### src/rtl/pcie_link_pkg.sv
// ============================================================================
// Module   : pcie_link_pkg
// Purpose  : Shared types and constants for the PCIe reset / link bring-up
//            sequencer. Holds the sequencer state enum, the LTSSM L0 code,
//            the default timing parameters and a small retry-count helper.
// Revision : 1.0 - initial release
// ============================================================================
`default_nettype none

package pcie_link_pkg;

  // Sequencer states. The encodings are reported on o3_State, so they are fixed.
  typedef enum logic [2:0] {
    ST_RESET    = 3'd0,
    ST_WAIT_PLL = 3'd1,
    ST_HOLD     = 3'd2,
    ST_TRAIN    = 3'd3,
    ST_LINKUP   = 3'd4,
    ST_FAIL     = 3'd5
  } link_state_e;

  // HIP LTSSM encoding for L0.
  localparam logic [4:0] LTSSM_L0 = 5'h0F;

  // Default timing, in 125 MHz cycles.
  localparam int DEF_PERST_CYCLES  = 12500;     // 100 us
  localparam int DEF_TRAIN_TIMEOUT = 12500000;  // 100 ms
  localparam int DEF_SETTLE_CYCLES = 1024;
  localparam int DEF_MAX_RETRY     = 3;

  // Retry counter increment that sticks at 15 instead of wrapping.
  function automatic logic [3:0] sat_inc4(input logic [3:0] v);
    return (v == 4'hF) ? v : v + 4'd1;
  endfunction

endpackage : pcie_link_pkg

`default_nettype wire

### src/rtl/pcie_cycle_timer.sv
// ============================================================================
// Module   : pcie_cycle_timer
// Purpose  : Loadable up-counter with synchronous clear and a terminal-count
//            flag. The flag is combinational: it is high while the count equals
//            i_TermVal.
// Ports    : i_Clk, i_Rst (async, active-high)
//            i_Clr     - force count to zero on the next edge (highest priority)
//            i_Load    - load i_LoadVal on the next edge
//            i_LoadVal - value used by i_Load
//            i_En      - increment on the next edge
//            i_TermVal - terminal-count compare value
//            o_Tc      - count == i_TermVal
// Revision : 1.0 - initial release
// ============================================================================
`default_nettype none

module pcie_cycle_timer #(
  parameter int WIDTH = 8
) (
  input  logic             i_Clk,
  input  logic             i_Rst,
  input  logic             i_Clr,
  input  logic             i_Load,
  input  logic [WIDTH-1:0] i_LoadVal,
  input  logic             i_En,
  input  logic [WIDTH-1:0] i_TermVal,
  output logic             o_Tc
);

  logic [WIDTH-1:0] count_q;
  logic [WIDTH-1:0] count_d;

  always_comb begin
    count_d = count_q;
    if (i_Clr) begin
      count_d = '0;
    end else if (i_Load) begin
      count_d = i_LoadVal;
    end else if (i_En) begin
      count_d = count_q + WIDTH'(1);
    end
  end

  always_ff @(posedge i_Clk or posedge i_Rst) begin
    if (i_Rst) begin
      count_q <= '0;
    end else begin
      count_q <= count_d;
    end
  end

  assign o_Tc = (count_q == i_TermVal);

endmodule : pcie_cycle_timer

`default_nettype wire

### src/rtl/pcie_link_ctrl.sv
// ============================================================================
// Module   : pcie_link_ctrl
// Purpose  : Reset and link bring-up sequencer for the PCIe hard IP. Orders
//            npor / pin_perst / application reset release after PLL lock,
//            watches the LTSSM for a stable L0, retries training on timeout
//            and reports link-up or failure.
// Ports    : i_Clk125M    - sole clock
//            i_Rst        - asynchronous active-high reset
//            i_PllLocked  - reference / transceiver PLL locked
//            i_PerstReq   - one-cycle request for a full re-sequence
//            i5_Ltssm     - HIP LTSSM state
//            o_Npor_L     - HIP npor
//            o_PinPerst_L - HIP pin_perst
//            o_AppRst_L   - design-example reset_n
//            o_LinkUp     - link trained and stable
//            o_Fail       - training retries exhausted
//            o3_State     - current state encoding
//            o4_RetryCnt  - training timeouts since the last sequence start
// Revision : 1.0 - initial release
// ============================================================================
`default_nettype none

module pcie_link_ctrl
  import pcie_link_pkg::*;
#(
  parameter int PERST_CYCLES  = DEF_PERST_CYCLES,
  parameter int TRAIN_TIMEOUT = DEF_TRAIN_TIMEOUT,
  parameter int SETTLE_CYCLES = DEF_SETTLE_CYCLES,
  parameter int MAX_RETRY     = DEF_MAX_RETRY
) (
  input  logic       i_Clk125M,
  input  logic       i_Rst,
  input  logic       i_PllLocked,
  input  logic       i_PerstReq,
  input  logic [4:0] i5_Ltssm,
  output logic       o_Npor_L,
  output logic       o_PinPerst_L,
  output logic       o_AppRst_L,
  output logic       o_LinkUp,
  output logic       o_Fail,
  output logic [2:0] o3_State,
  output logic [3:0] o4_RetryCnt
);

  // HOLD and TRAIN never overlap, so one counter serves both; it is sized
  // for whichever of the two limits needs more bits.
  localparam int c_HoldW = $clog2(PERST_CYCLES) + 1;
  localparam int c_TmoW  = $clog2(TRAIN_TIMEOUT) + 1;
  localparam int c_TmrW  = (c_TmoW > c_HoldW) ? c_TmoW : c_HoldW;
  localparam int c_SetW  = $clog2(SETTLE_CYCLES) + 1;

  localparam logic [c_TmrW-1:0] c_HoldTerm  = c_TmrW'(PERST_CYCLES - 1);
  localparam logic [c_TmrW-1:0] c_TmoTerm   = c_TmrW'(TRAIN_TIMEOUT - 1);
  localparam logic [c_SetW-1:0] c_SetTerm   = c_SetW'(SETTLE_CYCLES - 1);
  localparam logic [3:0]        c_RetryLast = 4'(MAX_RETRY - 1);

  link_state_e       state_q, state_d;
  logic [3:0]        retry_q, retry_d;
  logic              npor_q, npor_d;
  logic              perst_q, perst_d;
  logic              app_q, app_d;
  logic              linkup_q, linkup_d;
  logic              fail_q, fail_d;

  logic              w_L0;
  logic              w_PerstTake;
  logic              w_TmrClr;
  logic              w_TmrEn;
  logic              w_TmrTc;
  logic [c_TmrW-1:0] w_TmrTerm;
  logic              w_SetRun;
  logic              w_SetTc;
  logic              w_SettleDone;

  assign w_L0 = (i5_Ltssm == LTSSM_L0);

  // --------------------------------------------------------------------------
  // Hold / training-timeout timer. Cleared on every state change and on an
  // accepted re-sequence request, so it always counts from the first cycle of
  // the current HOLD or TRAIN stay.
  // --------------------------------------------------------------------------
  assign w_TmrClr  = (state_d != state_q) || w_PerstTake;
  assign w_TmrEn   = (state_q == ST_HOLD) || (state_q == ST_TRAIN);
  assign w_TmrTerm = (state_q == ST_HOLD) ? c_HoldTerm : c_TmoTerm;

  pcie_cycle_timer #(
    .WIDTH (c_TmrW)
  ) u_tmr (
    .i_Clk     (i_Clk125M),
    .i_Rst     (i_Rst),
    .i_Clr     (w_TmrClr),
    .i_Load    (1'b0),
    .i_LoadVal ('0),
    .i_En      (w_TmrEn),
    .i_TermVal (w_TmrTerm),
    .o_Tc      (w_TmrTc)
  );

  // --------------------------------------------------------------------------
  // Settle timer: length of the current unbroken L0 run inside TRAIN. Any
  // cycle outside TRAIN clears it, so every TRAIN entry starts at zero.
  // --------------------------------------------------------------------------
  assign w_SetRun     = (state_q == ST_TRAIN) && w_L0;
  assign w_SettleDone = w_SetRun && w_SetTc;

  pcie_cycle_timer #(
    .WIDTH (c_SetW)
  ) u_settle (
    .i_Clk     (i_Clk125M),
    .i_Rst     (i_Rst),
    .i_Clr     (!w_SetRun),
    .i_Load    (1'b0),
    .i_LoadVal ('0),
    .i_En      (w_SetRun),
    .i_TermVal (c_SetTerm),
    .o_Tc      (w_SetTc)
  );

  // --------------------------------------------------------------------------
  // State / output registers
  // --------------------------------------------------------------------------
  always_ff @(posedge i_Clk125M or posedge i_Rst) begin
    if (i_Rst) begin
      state_q  <= ST_RESET;
      retry_q  <= '0;
      npor_q   <= 1'b0;
      perst_q  <= 1'b0;
      app_q    <= 1'b0;
      linkup_q <= 1'b0;
      fail_q   <= 1'b0;
    end else begin
      state_q  <= state_d;
      retry_q  <= retry_d;
      npor_q   <= npor_d;
      perst_q  <= perst_d;
      app_q    <= app_d;
      linkup_q <= linkup_d;
      fail_q   <= fail_d;
    end
  end

  // --------------------------------------------------------------------------
  // Next-state logic. Normal transitions first, then the re-sequence request,
  // then PLL loss, so later assignments carry the higher priority.
  // --------------------------------------------------------------------------
  always_comb begin
    state_d     = state_q;
    retry_d     = retry_q;
    w_PerstTake = 1'b0;

    case (state_q)
      ST_RESET:    state_d = ST_WAIT_PLL;
      ST_WAIT_PLL: if (i_PllLocked) state_d = ST_HOLD;
      ST_HOLD:     if (w_TmrTc) state_d = ST_TRAIN;
      ST_TRAIN: begin
        // A settle completing on the timeout cycle still wins.
        if (w_SettleDone) begin
          state_d = ST_LINKUP;
        end else if (w_TmrTc) begin
          retry_d = sat_inc4(retry_q);
          state_d = (retry_q >= c_RetryLast) ? ST_FAIL : ST_HOLD;
        end
      end
      ST_LINKUP:   if (!w_L0) state_d = ST_TRAIN;
      ST_FAIL:     state_d = ST_FAIL;
      default:     state_d = ST_RESET;
    endcase

    if (i_PerstReq && (state_q inside {ST_HOLD, ST_TRAIN, ST_LINKUP, ST_FAIL})) begin
      state_d     = ST_HOLD;
      retry_d     = '0;
      w_PerstTake = 1'b1;
    end

    // PLL loss keeps the retry history so a flaky link still ends in FAIL.
    if (!i_PllLocked && (state_q inside {ST_HOLD, ST_TRAIN, ST_LINKUP})) begin
      state_d     = ST_WAIT_PLL;
      retry_d     = retry_q;
      w_PerstTake = 1'b0;
    end
  end

  // --------------------------------------------------------------------------
  // Output decode from the next state, so the registered outputs change on the
  // same edge as the state they belong to.
  // --------------------------------------------------------------------------
  always_comb begin
    npor_d   = 1'b0;
    perst_d  = 1'b0;
    app_d    = 1'b0;
    linkup_d = 1'b0;
    fail_d   = 1'b0;
    case (state_d)
      ST_TRAIN: begin
        npor_d  = 1'b1;
        perst_d = 1'b1;
      end
      ST_LINKUP: begin
        npor_d   = 1'b1;
        perst_d  = 1'b1;
        app_d    = 1'b1;
        linkup_d = 1'b1;
      end
      ST_FAIL:   fail_d = 1'b1;
      default:   ;
    endcase
  end

  assign o_Npor_L     = npor_q;
  assign o_PinPerst_L = perst_q;
  assign o_AppRst_L   = app_q;
  assign o_LinkUp     = linkup_q;
  assign o_Fail       = fail_q;
  assign o3_State     = state_q;
  assign o4_RetryCnt  = retry_q;

endmodule : pcie_link_ctrl

`default_nettype wire

### config.mk
export PLATFORM = sky130hd
export DESIGN_NAME = pcie_link_ctrl
export DESIGN_NICKNAME = d
export VERILOG_FILES = /design/src/rtl/pcie_link_pkg.sv /design/src/rtl/pcie_cycle_timer.sv /design/src/rtl/pcie_link_ctrl.sv
export SDC_FILE = /design/constraint.sdc
export NUM_CORES = 1
export LEC_CHECK = 0
export CORE_MARGIN = 2
export CORE_UTILIZATION = 50
export DETAILED_ROUTE_END_ITERATION = 6
export DONT_BUFFER_PORTS = 1
export HOLD_SLACK_MARGIN = 0.03
export PLACE_DENSITY_LB_ADDON = 0.25
export SKIP_LAST_GASP = 1
export SYNTH_ARGS = -nofsm -noshare
export SYNTH_HDL_FRONTEND = slang
export SYNTH_HIERARCHICAL = 1
export SYNTH_SLANG_ARGS = --single-unit
### constraint.sdc
create_clock -name i_Clk125M -period 3.2 [get_ports i_Clk125M]
set_input_delay 0.48 -clock i_Clk125M [delete_from_list [all_inputs] [get_ports i_Clk125M]]
set_output_delay 0.48 -clock i_Clk125M [all_outputs]
set_load 0.02 [all_outputs]
# [After elaboration in Yosys (flattened, before gate mapping)]
# Index checks and enable logic that the tools add are counted.
[word_totals] out_inout_bits=12 reg_bits=46 in_bits=9
[classes] muxes=23 n_reduce_logical=15 n_addsub=3 n_bitwise=1 eq_ne=15 order_cmp=1
[ops] op="25-bit two-way mux" n=2
[ops] op="25-bit by 1-bit adder with 25-bit output (second input constant)" n=1
[ops] op="25-bit by 24-bit equality test with 1-bit output" n=1
[ops] op="24-bit two-way mux" n=1
[ops] op="3-bit two-way mux" n=8
[ops] op="4-bit two-way mux" n=5
[ops] op="3-bit case mux with 6 select lines" n=1
[ops] op="3-bit equality test (second input constant)" n=4
[ops] op="11-bit by 1-bit adder with 11-bit output (second input constant)" n=1
[ops] op="11-bit by 10-bit equality test with 1-bit output (second input constant)" n=1
[ops] op="11-bit two-way mux" n=1
[ops] op="3-bit by 2-bit equality test with 1-bit output (second input constant)" n=3
[ops] op="2-bit nonzero test" n=3
[ops] op="5-bit by 4-bit equality test with 1-bit output (second input constant)" n=1
[ops] op="1-bit two-way mux" n=5
[ops] op="5-bit AND reduction" n=1
[ops] op="4-bit by 1-bit adder with 4-bit output (second input constant)" n=1
[ops] op="4-bit equality test (second input constant)" n=1
[ops] op="4-bit by 2-bit >= comparator with 1-bit output (second input constant)" n=1
[ops] op="1-bit logical AND" n=4
[ops] op="2-bit by 1-bit inequality test with 1-bit output (second input constant)" n=2
[ops] op="4-bit nonzero test" n=1
[ops] op="3-bit by 1-bit equality test with 1-bit output (second input constant)" n=1
[ops] op="3-bit zero test" n=1
[ops] op="6 further kinds" n=7

# [Depth between registers and ports, before layout]
# Gate-level depths: netlist of the first run.
[depth] word_depth=11 mapped_depth=17

# [Modules after synthesis]
# Netlist of the first run, hierarchy kept.
[by_module_without_submodules] mod="pcie_cycle_timer (u_tmr)" cells_each=210 area_each_um2=1864.3 n_inst=1 seq_area_each_um2=625.6
[by_module_without_submodules] mod="pcie_link_ctrl" cells_each=90 area_each_um2=838.3 n_inst=1 seq_area_each_um2=250.2
[by_module_without_submodules] mod="pcie_cycle_timer (u_settle)" cells_each=89 area_each_um2=784.5 n_inst=1 seq_area_each_um2=275.3

# [Worst setup path after synthesis of the first run]
# No wires, ideal clock.
[synth_path] path_type="register -> register" startpoint="reg state_q[2], in the netlist o3_State[2]" endpoint="reg u_tmr.count_q[14]" synth_period_minus_slack_ps=3637 path_buffers=1 arrival_time_ps=3511 stages_incl_launch_ff=15 setup_slack_ps=-437 path_cell_list="dfrtp_1 > nand2b_4 > inv_4 > nand2_1 > inv_1 > xor2_1 > nor4_1 > nand4_1 > nor4_1 > a21boi_0 > o32ai_2 > o21ai_0 > a21o_1 > clkbuf_8 > a2111oi_0"
[synth_lines] item="from (decl)" line="pcie_link_ctrl.sv:57" text="link_state_e state_q, state_d;"
[synth_lines] item="from (signal assigned)" line="pcie_link_ctrl.sv:132" text="state_q <= state_d;"
[synth_lines] item="3-bit by 2-bit equality test with 1-bit output" line="pcie_link_ctrl.sv:83" text="assign w_TmrEn = (state_q == ST_HOLD) || (state_q == ST_TRAIN);"
[synth_lines] item="1-bit logical OR *" line="pcie_link_ctrl.sv:83"
[synth_lines] item="net w_TmrEn" line="pcie_link_ctrl.sv:68" text="logic w_TmrEn;"
[synth_lines] item="2-bit nonzero test (no line) *"
[synth_lines] item="to (signal assigned)" line="pcie_cycle_timer.sv:48" text="count_q <= count_d;"
[synth_lines] item="to (decl)" line="pcie_cycle_timer.sv:30" text="logic [WIDTH-1:0] count_q;"
# Mark *: on every way through the listed nets, which the timed path passes. The rest lies on a longest branch.
# A chain may end at the register's enable or synchronous reset.

# [Final worst setup path of the first run]
[layout_path] startpoint="reg state_q[2], in the netlist o3_State[2]" endpoint="reg u_tmr.count_q[23]"
# Same word-level chain as after synthesis.

==> flow_summary.ini, run 1 <==
[clock_tree]
clk_pin_slew_worst_paths_ns = 0.09
cts_hold_buf = 0
cts-root-buf = clkbuf_8
cts_buffers = 5
clock_sinks = 46
clk_latency_ns = 0.30
cts_tree = done
clk_path_buf_depth = 2
ctsHtreeMaxLevel = 2

[grt]
grt_pass1_wl_mm = 12.9
antenna_found_initial = 0
gr-total-overflow = 0
grt_pass1_vias = 2787
grt_start_max_net_pins = 45
grtUsageTotal_pct = 21.2

[critical_path]
critPathMaxStageDelay_ns = 0.41
startpoint_type = register
path_depth = 13
worstPathRequired_ns = 3.42
path_class = register to register
critPathSlowestCell = dfrtp_2
reg2reg_depth = 13
crit_family = simple AND/OR/NAND/NOR gates
crit_arrival_ns = 3.30
r2r_start = o3_State[2]
cp_max_fo = 8
path_buf_inv = 1
endpoint_kind = register
r2r_end = u_tmr/count_q[23]
crit_chain = nand2b_4 -> inv_6 -> nand2_8 -> xor2_1 -> nor4_1 -> nand4_1 -> nor4_4 -> a21o_1 -> o32ai_2 -> or3_1 -> a21o_4 -> a2111o_1 -> nor3_1
reg2reg_setup_slack_ns = 0.12

[sta]
worstMarginPinSlew_ns = 1.00
setup_viol = 0
setup_slack_ns = 0.116
slew-limit-headroom_pct = 33.2
clock_skew_ns = 0.00838
fin_crit_ns = 3.08
fin_setup_tns_ns = 0
finalMaxSlewViolations = 0
hold_viol = 0
max_clock_freq_mhz = 324
finalCritPeriodShare_pct = 96.4
rsz0062_at_grt = yes

[synth]
syn_area_um2 = 3490
yosysWarnings = 6
synth_area_leaders = dfrtp_1, xnor2_1, xor2_1
netlist_instances = 389
synth_seq_cells = 46
async_flop_share_pct = 100
synth.avg_cell_area_um2 = 8.96
synth-main-ff-cell = dfrtp_1
synthDistinctLibCells = 70
synth_area_leader_cell = dfrtp_1
synth_edf_count = 0
synth_top_area_share_pct = 33.0
ys_seq_area_share_pct = 33.0

[finish]
fin_util_pct = 59.2
final_cell_mix = conb_1, dfrtp_1, nor2_1, xnor2_1, inv_1
fin_nets = 468
synthToLayoutAreaGrowth_pct = 14.7
drive_gt1_share_pct = 12.9
final_common_cell = conb_1
n_antenna_cell = 0

[routing]
drt-pass1-iter-count = 4
drtIter0Drc = 153
drc = 0
ant_nets = 0
vias = 2959
vias_per_cell = 5.52
routed_wl_mm = 7.61
post_drt_wl_per_cell_um = 14.2

[floorplanning]
die_w_um = 87.5
start_util_pct = 51.6
ios = 21
die_h_um = 87.5
fp-row-count = 30
coreArea_um2 = 6760
die-area_um2 = 7660

[place]
pre_cts_ws_ns = 0.0243
io_buffer_count = 0
dp_hpwl_mm = 5.36
gp_congestion = 0.871

[power]
powerDensity_nw_per_um2 = 619
leakage_nw = 1.70
ir_drop_uv = 341

[outcome]
run_status = completed

[run]
drv_cap = 0

[worst_hold_path]
hold_class = primary input to async pin
## worst register-to-register path, stage by stage (launching register included)
cell	delay (ns)
dfrtp_2	0.41
nand2b_4	0.17
inv_6	0.09
nand2_8	0.07
xor2_1	0.15
nor4_1	0.34
nand4_1	0.19
nor4_4	0.31
a21o_1	0.17
o32ai_2	0.09
or3_1	0.33
a21o_4	0.26
a2111o_1	0.29
nor3_1	0.12
## logic make-up after synthesis
logic type	Yosys count	synth area share [%]
fa+ha+maj	5	1.76
xor+xnor	54	13.6
other cells	2	0.215
simple gates	146	25.2
flops	46	33.0
compound gates	86	18.7
buf+inv	48	6.96
mux	2	0.610
## cell usage after synthesis (4+ instances only)
cell and count:
or4_1 4, nor3_1 8, xor2_1 19, a211oi_1 13
xnor2_1 35, nand4_4 4, ha_1 4, and3_1 4
clkbuf_1 9, dfrtp_1 46, buf_2 4, clkbuf_2 4
nand4_1 17, nor2_1 35, a21oi_1 8, inv_1 21
o31ai_1 4, nand3_1 12, a311oi_1 11, or3_1 5
nor4_1 14, o21ai_0 18, nand2_1 19
## per-layer routing
layer  global-route usage, %  vias to the layer above  part of all wire [%]  routed length (um)
li1                        -                     1487                     -                   -
met1                    28.4                     1404                    45                3450
met2                    35.1                       58                    49                3750
met3                    3.13                       10                   3.9                 293
met4                    6.99                        0                   1.5                 114
met5                       0                        -                     0                   0
## worst max-delay path by stage
stage / start / to / slack, ns
final: o3_State[2] / u_tmr/count_q[23] / 0.12
after detailed placement: o3_State[1] / u_tmr/count_q[16] / 0.02
after global placement: o3_State[2] / u_tmr/count_q[16] / 0.13
after CTS: o3_State[1] / u_tmr/count_q[16] / 0.05
after floorplan: o3_State[1] / u_tmr/count_q[14] / 0.1
after global routing: o3_State[2] / u_tmr/count_q[16] / 0.002
## registers in the layout (all words and copies together) (netlist names)
register and flops:
o3_State 3, o4_RetryCnt 4, o_Fail 1, o_LinkUp 1
o_PinPerst_L 1, u_settle/count_q 11, u_tmr/count_q 25
## metrics by stage
step	cells	instance area [um2]	power, mW	hold slack (ns)
after floorplan	455	3750	1.69	0.320
after global placement	524	3800	1.87	0.355
after detailed placement	524	3800	1.89	0.370
after CTS	532	3920	2.36	0.0396
after global routing	536	4000	2.64	0.0490
final	536	4000	2.48	0.0281
## layout make-up
cell class,instances,area (um2)
timing repair buffer,16,124
inverter,24,95.1
clock buffer,7,86.3
multi-input combinational,362,2410
tap,80,100
sequential,46,1150
clock inverter,1,30.0
fill,568,2760
## where the power goes
part / switching [mW] / internal, mW / leakage (nW)
Sequential: 0.242 / 0.720 / 0.626
Combinational: 0.588 / 0.468 / 1.02
Clock: 0.203 / 0.255 / 0.0585
Total: 1.03 / 1.44 / 1.70
## repair_timing
item / CTS / global route
resized for setup: 1 / 11
pin swaps: 0 / 5
setup buffers: 0 / 3
endpoints found under the setup margin: 1 / 23
gates cloned: 0 / 1
No activity file was read; power rests on OpenSTA's default activity.
==> run 2: changes to the inputs <==
- CTS_BUF_LIST: default -> sky130_fd_sc_hd__clkbuf_16
==> flow_summary.ini, run 2 (synthesis gave the netlist of run 1 again) <==
[sta]
setup_viol = 0
clock_skew_ns = 0.00323
fin_crit_ns = 3.12
rsz0062_at_grt = yes
fin_setup_tns_ns = 0
worstMarginPinSlew_ns = 0.987
finalCritPeriodShare_pct = 97.7
max_clock_freq_mhz = 320
hold_ws_ns = 0.0574
hold_viol = 0
finalMaxSlewViolations = 0
slew-limit-headroom_pct = 34.1

[clock_tree]
cts_tree = done
cts-root-buf = clkbuf_16
clk_pin_slew_worst_paths_ns = 0.06
cts_hold_buf = 0
clock_sinks = 46
ctsHtreeMaxLevel = 2
clk_latency_ns = 0.28
cts_buffers = 5
clk_path_buf_depth = 2

[finish]
final_common_cell = conb_1
final_cell_mix = conb_1, dfrtp_1, nor2_1, xnor2_1, inv_1
fin_nets = 466
final_cells = 534
top_register = u_tmr/count_q
fin_area_um2 = 4030
n_antenna_cell = 0
largest_reg_flops = 25
synthToLayoutAreaGrowth_pct = 15.6
drive_gt1_share_pct = 12.6
fillers = 569
fin_util_pct = 59.7

[grt]
grt_pass1_wl_mm = 13.0
gr-total-overflow = 0
grtUsageTotal_pct = 21.1
antenna_found_initial = 0
grt_pass1_vias = 2780
grt_start_max_net_pins = 45

[place]
gp_congestion = 0.871
placed_cell_area_um2 = 3800
io_buffer_count = 0
dp_cells = 524
dp_hpwl_mm = 5.36

[floorplanning]
coreArea_um2 = 6760
start_util_pct = 51.6
die_h_um = 87.5
fp-row-count = 30
ios = 21
die_w_um = 87.5
die-area_um2 = 7660

[run]
drv_cap = 0

[critical_path]
r2r_start = o3_State[2]
startpoint_type = register
crit_arrival_ns = 3.32
reg2reg_depth = 13
endpoint_kind = register
cp_max_fo = 12
path_class = register to register
cp-endpoint = u_tmr/count_q[23]
worstPathRequired_ns = 3.40
reg2reg_setup_slack_ns = 0.08
r2r_end = u_tmr/count_q[23]
startpoint = o3_State[2]

[routing]
drtIter0Drc = 129
routed_wl_mm = 7.60
vias_per_cell = 5.50
ant_nets = 0
post_drt_wl_per_cell_um = 14.2
drt-pass1-iter-count = 4
vias = 2939
drc = 0

[outcome]
run_status = completed

[power]
ir_drop_uv = 373
leakage_nw = 1.71
powerDensity_nw_per_um2 = 640

[worst_hold_path]
hold_class = primary input to async pin
-- run 2: cell count changes in the layout (fill, tap and decap cells not counted), sizes merged --
| cell | change |
|---|---|
| nand2 | -1 |
| inv | +1 |
| clkinv | +1 |
| buf | -1 |
| clkbuf | -2 |
-- run 2: timing repair --
action | 4_1_cts | 5_1_grt
pin swaps | 0 | 5
buffers inserted | 0 | 2
endpoints found under the setup margin | 2 | 25
resized for setup | 1 | 11
-- run 2: stage by stage --
step / setup slack [ns] / total power [mW]
finish: 0.0750 / 2.58
global route: -0.0743 / 2.76
CTS: 0.0267 / 2.49
detailed placement: 0.0243 / 1.89
global placement: 0.127 / 1.87
floorplan: 0.0956 / 1.69
-- run 2: layout make-up --
type / count / area (um2) / area share (%)
Clock buffer: 5 / 125 / 3.10
Clock inverter: 3 / 37.5 / 0.931
Inverter: 24 / 92.6 / 2.30
Multi-Input combinational cell: 361 / 2410 / 59.7
Sequential cell: 46 / 1150 / 28.6
Tap cell: 80 / 100 / 2.48
Timing Repair Buffer: 15 / 116 / 2.89
-- run 2: worst min-delay path by stage --
stage                      from             end  cells past startpoint
after global placement    i_Rst     o3_State[1]                      1
after detailed placement  i_Rst  o4_RetryCnt[3]                      1
after floorplan           i_Rst     o3_State[0]                      1
final                     i_Rst  o4_RetryCnt[3]                      1
after global routing      i_Rst     o3_State[1]                      1
after CTS                 i_Rst     o3_State[1]                      1
-- run 2: critical path, cell delays in order (launching register included) --
cell      delay [ns]
dfrtp_2         0.40
nand2b_4        0.17
inv_4           0.09
nand2_8         0.10
xor2_1          0.16
nor4_1          0.32
nand4_1         0.19
nor4_4          0.33
a21o_1          0.18
o32ai_2         0.09
or3_1           0.34
a21o_4          0.26
a2111o_1        0.29
nor3_1          0.12
-- run 2: where the power goes --
| group | leakage, nW | internal, mW | switching [mW] |
|---|---|---|---|
| Clock | 0.0826 | 0.363 | 0.217 |
| Combinational | 1.01 | 0.463 | 0.573 |
| Sequential | 0.626 | 0.721 | 0.244 |
| Total | 1.71 | 1.55 | 1.03 |
-- run 2: per-layer routing --
layer | global-route usage (%) | routed length, um
met5 | 0 | 0
met2 | 35.7 | 3800
met3 | 2.94 | 221
met4 | 4.90 | 51
met1 | 28.7 | 3520
